File: src/rtl/alu_arbiter_if.sv
// Requester-side bundle for alu_arbiter: two request channels (operands in,
// ready out) and two response channels (result/flags out, ready in).
// master = requester side, slave = arbiter side.
interface alu_arbiter_if #(
    parameter int W   = 16,
    parameter int SHW = 4
);
    logic           req0_valid, req1_valid;
    logic           req0_ready, req1_ready;
    logic [W-1:0]   req0_a, req0_b, req1_a, req1_b;
    logic [SHW-1:0] req0_shift, req1_shift;
    logic [3:0]     req0_op, req1_op;

    logic           rsp0_valid, rsp1_valid;
    logic           rsp0_ready, rsp1_ready;
    logic [W-1:0]   rsp0_res, rsp1_res;
    logic [3:0]     rsp0_szcv, rsp1_szcv;
    logic           rsp0_err, rsp1_err;

    modport master (
        output req0_valid, req0_a, req0_b, req0_shift, req0_op,
        output req1_valid, req1_a, req1_b, req1_shift, req1_op,
        output rsp0_ready, rsp1_ready,
        input  req0_ready, req1_ready,
        input  rsp0_valid, rsp0_res, rsp0_szcv, rsp0_err,
        input  rsp1_valid, rsp1_res, rsp1_szcv, rsp1_err
    );

    modport slave (
        input  req0_valid, req0_a, req0_b, req0_shift, req0_op,
        input  req1_valid, req1_a, req1_b, req1_shift, req1_op,
        input  rsp0_ready, rsp1_ready,
        output req0_ready, req1_ready,
        output rsp0_valid, rsp0_res, rsp0_szcv, rsp0_err,
        output rsp1_valid, rsp1_res, rsp1_szcv, rsp1_err
    );
endinterface

File: src/rtl/alu_arbiter.sv
// alu_arbiter: shares one combinational ALU between two requesters.
// Round-robin grant in IDLE, one ISSUE cycle driving the ALU from latched
// operands, then the result is held on the owner's response channel until
// consumed. Optional macro ALU_ARB_OPFILTER_EN rejects opcodes 0111 and 11xx
// (no ALU drive, zero result, err=1) without changing timing.
module alu_arbiter #(
    parameter int W   = 16,
    parameter int SHW = 4
) (
    input  logic           clk,
    input  logic           rst_n,
    alu_arbiter_if.slave   bus,
    output logic [W-1:0]   alu_a,
    output logic [W-1:0]   alu_b,
    output logic [SHW-1:0] alu_shift_d,
    output logic [3:0]     alu_op,
    input  logic [W-1:0]   alu_res,
    input  logic [3:0]     alu_szcv
);
    typedef enum logic [1:0] {IDLE, ISSUE, RESP} state_t;

    typedef struct packed {
        logic [W-1:0]   a;
        logic [W-1:0]   b;
        logic [SHW-1:0] shift;
        logic [3:0]     op;
    } req_t;

    state_t       state, state_nx;
    req_t [1:0]   req_in;
    req_t         cur;
    logic [1:0]   req_valid, rsp_ready, ready;
    logic         any_valid, gnt, owner, last_grant, drive, legal;
    logic         rsp_vld, rsp_err;
    logic [W-1:0] rsp_res;
    logic [3:0]   rsp_szcv;

    assign req_valid = {bus.req1_valid, bus.req0_valid};
    assign rsp_ready = {bus.rsp1_ready, bus.rsp0_ready};
    assign req_in[0] = {bus.req0_a, bus.req0_b, bus.req0_shift, bus.req0_op};
    assign req_in[1] = {bus.req1_a, bus.req1_b, bus.req1_shift, bus.req1_op};

    // Lone requester wins; on a tie the one that did not win last time.
    assign any_valid = |req_valid;
    assign gnt       = (&req_valid) ? ~last_grant : req_valid[1];

`ifdef ALU_ARB_OPFILTER_EN
    assign legal = !((cur.op == 4'b0111) || (cur.op[3:2] == 2'b11));
`else
    assign legal = 1'b1;
`endif

    // State register.
    always_ff @(posedge clk or negedge rst_n) begin
        if (!rst_n) state <= IDLE;
        else        state <= state_nx;
    end

    // Next state, request ready and ALU drive enable.
    always_comb begin
        state_nx = state;
        ready    = 2'b00;
        drive    = 1'b0;
        case (state)
            IDLE: begin
                if (any_valid) begin
                    ready[gnt] = 1'b1;
                    state_nx   = ISSUE;
                end
            end
            ISSUE: begin
                drive    = legal;
                state_nx = RESP;
            end
            RESP: begin
                if (rsp_ready[owner]) state_nx = IDLE;
            end
            default: state_nx = IDLE;
        endcase
    end

    // Operand latch, grant history and response registers.
    always_ff @(posedge clk or negedge rst_n) begin
        if (!rst_n) begin
            cur        <= '0;
            owner      <= 1'b0;
            last_grant <= 1'b1;
            rsp_vld    <= 1'b0;
            rsp_res    <= '0;
            rsp_szcv   <= '0;
            rsp_err    <= 1'b0;
        end else begin
            case (state)
                IDLE: begin
                    if (any_valid) begin
                        cur        <= req_in[gnt];
                        owner      <= gnt;
                        last_grant <= gnt;
                    end
                end
                ISSUE: begin
                    rsp_vld  <= 1'b1;
                    rsp_res  <= legal ? alu_res : '0;
                    rsp_szcv <= legal ? alu_szcv : 4'b0000;
                    rsp_err  <= ~legal;
                end
                RESP: begin
                    if (rsp_ready[owner]) rsp_vld <= 1'b0;
                end
                default: ;
            endcase
        end
    end

    // ALU sees zeros (ADD 0+0) except during a legal ISSUE cycle.
    assign {alu_a, alu_b, alu_shift_d, alu_op} = drive ? cur : '0;

    assign bus.req0_ready = ready[0];
    assign bus.req1_ready = ready[1];
    assign bus.rsp0_valid = rsp_vld & ~owner;
    assign bus.rsp1_valid = rsp_vld & owner;
    assign bus.rsp0_res   = rsp_res;
    assign bus.rsp1_res   = rsp_res;
    assign bus.rsp0_szcv  = rsp_szcv;
    assign bus.rsp1_szcv  = rsp_szcv;
    assign bus.rsp0_err   = rsp_err;
    assign bus.rsp1_err   = rsp_err;
endmodule

File: src/flat_wrapper.sv
// flat-port wrapper written by rule: the top's interface ports become plain ports
module alu_arbiter_flat 
#(
    parameter int W   = 16,
    parameter int SHW = 4
)
  (clk, rst_n, alu_a, alu_b, alu_shift_d, alu_op, alu_res, alu_szcv, bus_req0_valid, bus_req0_a, bus_req0_b, bus_req0_shift, bus_req0_op, bus_req1_valid, bus_req1_a, bus_req1_b, bus_req1_shift, bus_req1_op, bus_rsp0_ready, bus_rsp1_ready, bus_req0_ready, bus_req1_ready, bus_rsp0_valid, bus_rsp0_res, bus_rsp0_szcv, bus_rsp0_err, bus_rsp1_valid, bus_rsp1_res, bus_rsp1_szcv, bus_rsp1_err);
  alu_arbiter_if #(.W(W), .SHW(SHW)) bus_i ();
  input  logic clk;
  input  logic rst_n;
  output logic [W-1:0] alu_a;
  output logic [W-1:0] alu_b;
  output logic [SHW-1:0] alu_shift_d;
  output logic [3:0] alu_op;
  input  logic [W-1:0] alu_res;
  input  logic [3:0] alu_szcv;
  input wire logic [$bits(bus_i.req0_valid)-1:0] bus_req0_valid;
  input wire logic [$bits(bus_i.req0_a)-1:0] bus_req0_a;
  input wire logic [$bits(bus_i.req0_b)-1:0] bus_req0_b;
  input wire logic [$bits(bus_i.req0_shift)-1:0] bus_req0_shift;
  input wire logic [$bits(bus_i.req0_op)-1:0] bus_req0_op;
  input wire logic [$bits(bus_i.req1_valid)-1:0] bus_req1_valid;
  input wire logic [$bits(bus_i.req1_a)-1:0] bus_req1_a;
  input wire logic [$bits(bus_i.req1_b)-1:0] bus_req1_b;
  input wire logic [$bits(bus_i.req1_shift)-1:0] bus_req1_shift;
  input wire logic [$bits(bus_i.req1_op)-1:0] bus_req1_op;
  input wire logic [$bits(bus_i.rsp0_ready)-1:0] bus_rsp0_ready;
  input wire logic [$bits(bus_i.rsp1_ready)-1:0] bus_rsp1_ready;
  output wire logic [$bits(bus_i.req0_ready)-1:0] bus_req0_ready;
  output wire logic [$bits(bus_i.req1_ready)-1:0] bus_req1_ready;
  output wire logic [$bits(bus_i.rsp0_valid)-1:0] bus_rsp0_valid;
  output wire logic [$bits(bus_i.rsp0_res)-1:0] bus_rsp0_res;
  output wire logic [$bits(bus_i.rsp0_szcv)-1:0] bus_rsp0_szcv;
  output wire logic [$bits(bus_i.rsp0_err)-1:0] bus_rsp0_err;
  output wire logic [$bits(bus_i.rsp1_valid)-1:0] bus_rsp1_valid;
  output wire logic [$bits(bus_i.rsp1_res)-1:0] bus_rsp1_res;
  output wire logic [$bits(bus_i.rsp1_szcv)-1:0] bus_rsp1_szcv;
  output wire logic [$bits(bus_i.rsp1_err)-1:0] bus_rsp1_err;
  assign bus_i.req0_valid = bus_req0_valid;
  assign bus_i.req0_a = bus_req0_a;
  assign bus_i.req0_b = bus_req0_b;
  assign bus_i.req0_shift = bus_req0_shift;
  assign bus_i.req0_op = bus_req0_op;
  assign bus_i.req1_valid = bus_req1_valid;
  assign bus_i.req1_a = bus_req1_a;
  assign bus_i.req1_b = bus_req1_b;
  assign bus_i.req1_shift = bus_req1_shift;
  assign bus_i.req1_op = bus_req1_op;
  assign bus_i.rsp0_ready = bus_rsp0_ready;
  assign bus_i.rsp1_ready = bus_rsp1_ready;
  assign bus_req0_ready = bus_i.req0_ready;
  assign bus_req1_ready = bus_i.req1_ready;
  assign bus_rsp0_valid = bus_i.rsp0_valid;
  assign bus_rsp0_res = bus_i.rsp0_res;
  assign bus_rsp0_szcv = bus_i.rsp0_szcv;
  assign bus_rsp0_err = bus_i.rsp0_err;
  assign bus_rsp1_valid = bus_i.rsp1_valid;
  assign bus_rsp1_res = bus_i.rsp1_res;
  assign bus_rsp1_szcv = bus_i.rsp1_szcv;
  assign bus_rsp1_err = bus_i.rsp1_err;
  alu_arbiter #(.W(W), .SHW(SHW)) u_core (.clk(clk), .rst_n(rst_n), .bus(bus_i), .alu_a(alu_a), .alu_b(alu_b), .alu_shift_d(alu_shift_d), .alu_op(alu_op), .alu_res(alu_res), .alu_szcv(alu_szcv));
endmodule
File: config.mk
export PLATFORM = sky130hd
export DESIGN_NAME = alu_arbiter_flat
export DESIGN_NICKNAME = d
export VERILOG_FILES = /design/src/rtl/alu_arbiter_if.sv /design/src/rtl/alu_arbiter.sv /design/src/flat_wrapper.sv
export SDC_FILE = /design/constraint.sdc
export NUM_CORES = 1
export LEC_CHECK = 0
export CORE_ASPECT_RATIO = 1.1
export CORE_MARGIN = 10
export CORE_UTILIZATION = 35
export CTS_BUF_LIST = sky130_fd_sc_hd__clkbuf_4
export CTS_CLUSTER_DIAMETER = 50
export CTS_CLUSTER_SIZE = 16
export DETAILED_ROUTE_END_ITERATION = 7
export MAX_ROUTING_LAYER = met4
export PLACE_DENSITY = 0.8
export SLEW_MARGIN = 15
export SYNTH_ARGS = -nofsm -noshare
export SYNTH_HDL_FRONTEND = slang
export SYNTH_SLANG_ARGS = --single-unit
File: constraint.sdc
create_clock -name clk -period 1.9 [get_ports clk]
set_clock_uncertainty 0.05 [all_clocks]
set_input_delay 0.38 -clock clk [delete_from_list [all_inputs] [get_ports clk]]
set_output_delay 0.38 -clock clk [all_outputs]
set_load 0.01 [all_outputs]
After elaboration in Yosys (flattened, before gate mapping) --
Cells that the tools add are included.
Word-level totals: output and inout port bits 86, bits of input ports 106, word-level logic and storage cells 45, register bits 65
Cells by class: bitwise operators 4, multiplexer cells 16, reductions and logical operators 8, order comparisons 3, eq/ne operators 4
Operators by type and width (number):
- $mux 40 | 3
- $mux 2 | 4
- $reduce_and 2->1 | 4
- $mux 1 | 6
- $pmux 2 s3 | 1
- $lt 1x2->1 const B | 2
- $ne 2x1->1 const B | 2
- $and 1x1->1 | 2
- $eq 2x1->1 const B | 1
- $eq 2x2->1 const B | 1
- $logic_not 2->1 | 1
- $not 1->1 | 2
- $pmux 1 s2 | 1
- $reduce_bool 2->1 | 1
- $reduce_or 2->1 | 1
- $demux 1 s1 | 1
- $ge 1x1->1 const B | 1
- $logic_and 1x1->1 | 1

Depth between registers and ports, before layout --
Gate-level depths: netlist (run 1).
word-level depth 8, depth in mapped cells 7, mapped depth without buffers 4

Worst setup path before layout (run 1) --
Ideal clock, no wire load.
path type input to register, start point in bus_req1_valid, end point reg u_core.cur[0] in the netlist's numbering, path buffers 3, slack 303 ps, stages 6, library setup time 126 ps, data required time 1724 ps, arrival 1421 ps, path through or2_1 > buf_6 > and3_4 > buf_6 > buf_6 > a221o_1
Between the ends: longest elaborated chain between the ends 4, elaborated cells on any way between the ends 6
Ends and longest elaborated chain:
- start: declaration | RTL line flat_wrapper.sv:22 | input wire logic [$bits(bus_i.req1_valid)-1:0] bus_req1_valid;
- $reduce_and 2->1 | RTL line alu_arbiter.sv:45 | assign gnt = (&req_valid) ? ~last_grant : req_valid[1];
- $mux 1 | RTL line alu_arbiter.sv:45
- $mux 40 (not written as such) (2 in series) | RTL line alu_arbiter.sv:96 | cur <= req_in[gnt];
- end signal: assignment | RTL line alu_arbiter.sv:96
- end: declaration | RTL line alu_arbiter.sv:31 | req_t cur;
Parallel ways exist; a longest one is shown, timed or not. The select of a mux whose other input is x is not followed. A chain may end at the register's enable or synchronous reset.

Final worst setup path (run 1) --
start point reg u_core.state[1], end point out alu_b[5]
Between the ends: longest elaborated chain between the ends 3
Ends and longest elaborated chain:
- start: declaration | RTL line alu_arbiter.sv:29 | state_t state, state_nx;
- start signal: assignment | RTL line alu_arbiter.sv:56 | else state <= state_nx;
- $eq 2x1->1 | RTL line alu_arbiter.sv:64 | case (state)
- $mux 1 | RTL line alu_arbiter.sv:64
- $mux 40 | RTL line alu_arbiter.sv:116 | assign {alu_a, alu_b, alu_shift_d, alu_op} = drive ? cur : '0;
- end: declaration | RTL line flat_wrapper.sv:12 | output logic [W-1:0] alu_b;
No other way between the ends.

==> results.ini, run 1 <==
[clocking]
root_buffer = clkbuf_4
cts_tree = done
clockBufferDepth = 2
clk_latency_ns = 0.40
clkTransAtPathRegs_ns = 0.12
cts_max_level = 3
cts_inserted_buffers = 9
cts_sinks = 65

[logic_synthesis]
ys_seq_elements = 65
netlist_area_um2 = 3214
yosys_warnings = 0
yosys-top-cells-area = dfrtp_1, a221o_1, and2_1, mux2_2, and3_1
ys_seq_area_frac = 0.5064
synth_ff_type = dfrtp_1
synth_enable_flop_cells = 0
async_reset_ff_frac = 1.000
synth_top_area_cell = dfrtp_1
syn_area_per_cell_um2 = 10.79
netlist_instances = 298
yosysTopAreaCellShare = 0.4982
ys_types = 28

[timing]
slew_violations = 0
setup_viol = 37
min_period_ns = 1.994
setup_slack_ns = -0.09384
rsz0062_at_grt = true
hold_ws_ns = 0.4246
fin_crit_sh = 1.049
hold_violations = 0
fmax_ghz = 0.5015
relSlewSlack = 0.6276
tightest_slew_ns = 0.5587

[critical_path]
crit_chain = nor2b_4 -> buf_6 -> buf_6 -> buf_6 -> and2_4 -> buf_6
worstRegToRegCells = 9
r2r_setup_slack_ns = 0.02
crit_type = flop to primary output
reg2reg_to = u_core.cur[13]$_DFFE_PN0P_
cpPeakStageDelay_ns = 0.43
setup.worst_path.start_class = flop
cp_slowest_cell = dfrtp_1
path_buf_inv = 4
critPathCaptureType = primary output
cp_top_family = buffers and inverters
critPathMaxFanout = 7
arrival_ns = 1.56
cp_data_required_time_ns = 1.47
r2r-start = u_core.state[1]$_DFFE_PN0P_
crit_path_frequent_cell = buf_6

[routing]
drt-total-wl_mm = 12.16
avgRoutedWirePerCell_um = 19.71
drtAntennaViolNets = 0
drc = 0
viasPerCell = 4.956
via_count = 3058
firstDrtPassIters = 4
drtIter0Drc = 115

[pwr]
leakage_nw = 2.649
ir_drop_v = 0.0005170
power_density_nw_per_um2 = 1625

[finish]
fin_area_um2 = 5773
area_delta_synth_final_pct = 79.60
fin_nets = 602
layout_common_cells = clkdlybuf4s50_1, dfrtp_1, buf_6, and3_1, a221o_1
mostFrequentLayoutCell = clkdlybuf4s50_1
drive_above_1_share = 0.3094
final_util = 0.6473

[place]
dp_slack_ns = -0.4397
hpwl_mm = 8.645
postPlaceCellArea_um2 = 5182
port-buffer-count = 189
gp_congestion = 0.7635

[run_status]
status = finished, violations left
violations = setup timing

[die]
die_x_um = 111.4
start_util = 0.3604
placementRows = 36
dieArea_um2 = 13420
coreArea_um2 = 8919
ios = 192
die_h_um = 120.5

[global_routing]
grt_pass1_wl_mm = 17.76
grt_overflow = 0
grt_start_max_net_pins = 42
track_usage = 0.1685
antenna_found_initial = 1
grt_pass1_vias = 3279

[worst_hold_path]
hold_path.class = primary input to asynchronous set/reset pin

[run]
maxCapViolCount = 0

## worst max-delay path by stage
stage                                start                   endpoint  cells after the start
6_report       u_core.state[1]$_DFFE_PN0P_                   alu_b[5]                      6
5_1_grt        u_core.state[1]$_DFFE_PN0P_                   alu_b[5]                      6
4_1_cts        u_core.state[0]$_DFFE_PN0P_                  alu_a[12]                      6
3_5_place_dp                bus_req1_valid             bus_req1_ready                      4
3_3_place_gp                bus_req1_valid             bus_req1_ready                      4
2_1_floorplan               bus_req1_valid  u_core.cur[0]$_DFFE_PN0P_                      6
## power by group
part | switching, mW | leakage (nW) | total (mW) | internal [mW]
Sequential | 0.445 | 0.768 | 2.54 | 2.10
Combinational | 2.27 | 1.78 | 5.61 | 3.34
Clock | 0.535 | 0.0972 | 1.22 | 0.688
Total | 3.25 | 2.65 | 9.38 | 6.13
## kinds of logic after synthesis
logic type,synth area share
other,0.001167
multiplexers,0.07357
AO/OA/AOI/OAI,0.1464
AND/OR/NAND/NOR,0.1771
flip-flops,0.5064
buffers and inverters,0.09537
## synth_stat cells (2+ instances only)
master,number
buf_2,8
buf_4,22
a21oi_1,14
nor2_1,2
a31oi_1,13
dfrtp_1,64
nand2_1,27
buf_6,4
and2_1,41
clkbuf_1,13
mux2_1,3
mux2_2,18
and3_1,27
a21o_1,2
a221o_1,27
## repair_timing
item,CTS,global route
pin swaps,17,3
cloned,2,6
buffers inserted,8,7
gates resized for setup,219,40
hold buffers,1,0
setup endpoints to repair,85,84
endpoints found under the hold margin,18,0
## metal layers
metal  GRT usage  vias up  routed length, um
li1            -     1434                  -
met1      0.1860     1463               4961
met2      0.2808      140               6054
met3     0.05341       21                850
met4     0.06270        0                297
met5           -        -                  0
## per-stage QoR
| stage | std cells | setup TNS [ns] | total power, mW |
|---|---|---|---|
| after floorplan | 299 | 0 | 4.910 |
| after global placement | 576 | -8.293 | 7.021 |
| after detailed placement | 576 | -9.232 | 7.175 |
| after CTS | 603 | -3.049 | 8.676 |
| after global routing | 617 | -5.269 | 9.953 |
| final | 617 | -2.009 | 9.379 |
## state kept, by name, summed over array words and instances, names as in the netlist
register,flops
u_core.bus.rsp0_szcv,4
u_core.cur,40
u_core.owner,1
u_core.rsp_vld,1
u_core.bus.rsp0_res,16
u_core.state,2
u_core.last_grant,1
## layout make-up
cell class	count	area, um^2
Clock buffer	10	75.07
Antenna cell	2	5.005
Fill cell	727	3146
Clock inverter	6	115.1
Multi-Input combinational cell	185	1401
Timing Repair Buffer	233	2394
Tap cell	114	142.6
Inverter	2	12.51
Sequential cell	65	1628
Note: power is estimated with default switching activity, not from simulation.
==> run 2: changes to the inputs <==
CTS_BUF_LIST = default   (was sky130_fd_sc_hd__clkbuf_4)
GPL_ROUTABILITY_DRIVEN = 0   (was default)
==> run 2 against run 1 <==
Against the previous run:
- the run still ends with setup timing left
- sequential power about the same
- worst setup slack improved by 0.0081 ns
- routed wire length decreased by 0.73%
- non-clock buffer count increased by 4
==> results.ini, run 2 (synthesis gave the netlist of run 1 again) <==
[routing]
drtIter0Drc = 179  ; was 115
drtAntennaViolNets = 0  ; unchanged
avgRoutedWirePerCell_um = 19.51  ; was 19.71 um
drt-total-wl_mm = 12.07  ; was 12.16 mm
firstDrtPassIters = 4  ; unchanged
drc = 0  ; unchanged
via_count = 3072  ; was 3,058
viasPerCell = 4.963  ; was 4.956

[global_routing]
grt_overflow = 0  ; unchanged
grt_start_max_net_pins = 36  ; was 42
antenna_found_initial = 0  ; was 1
grt_pass1_vias = 3327  ; was 3,279
grt_pass1_wl_mm = 18.29  ; was 17.76 mm
track_usage = 0.1742  ; was 0.1685

[die]
ios = 192  ; unchanged
die_h_um = 120.5  ; unchanged
dieArea_um2 = 13420  ; unchanged
coreArea_um2 = 8919  ; unchanged
die_x_um = 111.4  ; unchanged
placementRows = 36  ; unchanged
start_util = 0.3604  ; unchanged

[critical_path]
crit_type = flop to primary output  ; unchanged
arrival_ns = 1.56  ; about the same
crit_path_frequent_cell = buf_6  ; unchanged
setup.worst_path.start_class = flop  ; unchanged
cp_slowest_cell = dfrtp_1  ; unchanged
cp_data_required_time_ns = 1.47  ; about the same
cpPeakStageDelay_ns = 0.41  ; was 0.43 ns
crit_chain = nor2b_4 -> buf_4 -> buf_6 -> buf_8 -> and2_4 -> buf_6  ; was nor2b_4 -> buf_6 -> buf_6 -> buf_6 -> and2_4 -> buf_6
critPathCaptureType = primary output  ; unchanged
critPathMaxFanout = 7  ; unchanged

[pwr]
ir_drop_v = 0.0006770  ; was 0.0005170 V
switching_share = 0.3371  ; was 0.3468
power_density_nw_per_um2 = 1657  ; was 1625 nW/um^2
combPwrFrac = 0.588  ; was 0.598
power.switching_mw = 3.262  ; was 3.252 mW
leakage_nw = 2.693  ; was 2.649 nW
clkPwrFrac = 0.149  ; was 0.130
p_seq_frac = 0.264  ; was 0.271
p_int_mw = 6.414  ; was 6.127 mW

[timing]
relSlewSlack = 0.6294  ; was 0.6276
slew_violations = 0  ; unchanged
rsz0062_at_grt = true  ; unchanged
setup_slack_ns = -0.08572  ; was -0.09384 ns
hold_violations = 0  ; unchanged
setup_viol = 18  ; was 37
fmax_ghz = 0.5036  ; was 0.5015 GHz
fin_crit_sh = 1.045  ; was 1.049
min_period_ns = 1.986  ; was 1.994 ns
tightest_slew_ns = 0.5559  ; was 0.5587 ns

[finish]
layout_common_cells = clkdlybuf4s50_1, dfrtp_1, buf_6  ; was clkdlybuf4s50_1, dfrtp_1, buf_6, and3_1, a221o_1
seq_area_um2 = 1628  ; unchanged
final_util = 0.6547  ; was 0.6473
top_register = u_core.cur  ; unchanged
largest_reg_flops = 40  ; unchanged
drive_above_1_share = 0.3089  ; was 0.3094
fillCellCount = 726  ; was 727
area_delta_synth_final_pct = 81.67  ; was 79.60%
mostFrequentLayoutCell = clkdlybuf4s50_1  ; unchanged
fin_nets = 606  ; was 602
fin_area_um2 = 5839  ; was 5773 um^2
multi_input_area_um2 = 1391  ; was 1401 um^2
diodes = 0  ; was 2

[clocking]
cts_sinks = 65  ; unchanged
cts_inserted_buffers = 9  ; unchanged
root_buffer = clkbuf_8  ; was clkbuf_4
clk_latency_ns = 0.33  ; was 0.40 ns
clockBufferDepth = 2  ; unchanged
clkTransAtPathRegs_ns = 0.07  ; was 0.12 ns
cts_max_level = 3  ; unchanged
cts_tree = done  ; unchanged

[run_status]
violations = setup timing  ; unchanged
status = finished, violations left  ; unchanged

[place]
hpwl_mm = 8.645  ; unchanged
dp_slack_ns = -0.4397  ; unchanged
postPlaceCellArea_um2 = 5182  ; unchanged
port-buffer-count = 189  ; unchanged

[worst_hold_path]
hold_path.class = flop to flop  ; was primary input to asynchronous set/reset pin

[run]
maxCapViolCount = 0  ; unchanged

## run 2: worst paths after layout
path	start	end	slack (ns)	cells after the start
worst max-delay path	u_core.state[1]$_DFFE_PN0P_	alu_a[4]	-0.09	6
worst min-delay path	u_core.cur[16]$_DFFE_PN0P_	u_core.cur[16]$_DFFE_PN0P_	0.47	1
worst max register to register	u_core.state[0]$_DFFE_PN0P_	u_core.bus.rsp0_res[7]$_DFFE_PN0P_	0.03	9
worst min register to register	u_core.cur[16]$_DFFE_PN0P_	u_core.cur[16]$_DFFE_PN0P_	0.47	1
max in group asynchronous	rst_n	u_core.cur[37]$_DFFE_PN0P_	0.74	3
min in group asynchronous	rst_n	u_core.bus.rsp0_res[13]$_DFFE_PN0P_	0.51	2
## run 2: timing repair
item / in CTS / in global routing
gates cloned: 4 / 1
pin swaps: 8 / 14
endpoints found under the setup margin: 83 / 74
resized for setup: 209 / 49
hold buffers: 1 / 0
setup buffers: 12 / 12
hold endpoints to repair: 18 / 0
## run 2: cell type report
class                      instances  share of cell area
clock inverter                     6             0.01971
tap                              114             0.02443
inverter                           2            0.001500
timing repair buffer             237              0.4155
multi-input combinational        185              0.2383
clock buffer                      10             0.02186
sequential                        65              0.2788
## run 2: worst max-delay path, delay by kind of cell (launching register included)
family / cells / cell delay [ns]
DFF: 1 / 0.41
and+or+nand+nor: 2 / 0.35
buffers and inverters: 4 / 0.46
## run 2: routing by layer
layer,GRT usage,share of wire,vias to the layer above
met5,-,0,-
met4,0.04823,0.011,0
met3,0.04748,0.067,11
met2,0.2969,0.51,139
met1,0.1975,0.41,1482
li1,-,-,1440
## run 2: through the flow
| stage | instances | TNS, ns | hold slack, ns | total power, mW |
|---|---|---|---|---|
| 4_1_cts | 609 | -0.9841 | 0.4629 | 9.189 |
| 3_3_place_gp | 576 | -8.293 | 0.3463 | 7.021 |
| 3_5_place_dp | 576 | -9.232 | 0.3475 | 7.175 |
| 5_1_grt | 619 | -3.049 | 0.4894 | 10.26 |
| 2_1_floorplan | 299 | 0 | 0.03441 | 4.910 |
| 6_report | 619 | -1.181 | 0.4658 | 9.676 |
## run 2: power groups by stage
stage	logic [mW]	registers, mW	clock network (mW)
final	5.69	2.55	1.44
after global routing	6.08	2.65	1.54
after CTS	5.18	2.54	1.47
after detailed placement	4.63	2.55	0
after global placement	4.52	2.50	0
after floorplan	2.37	2.54	0
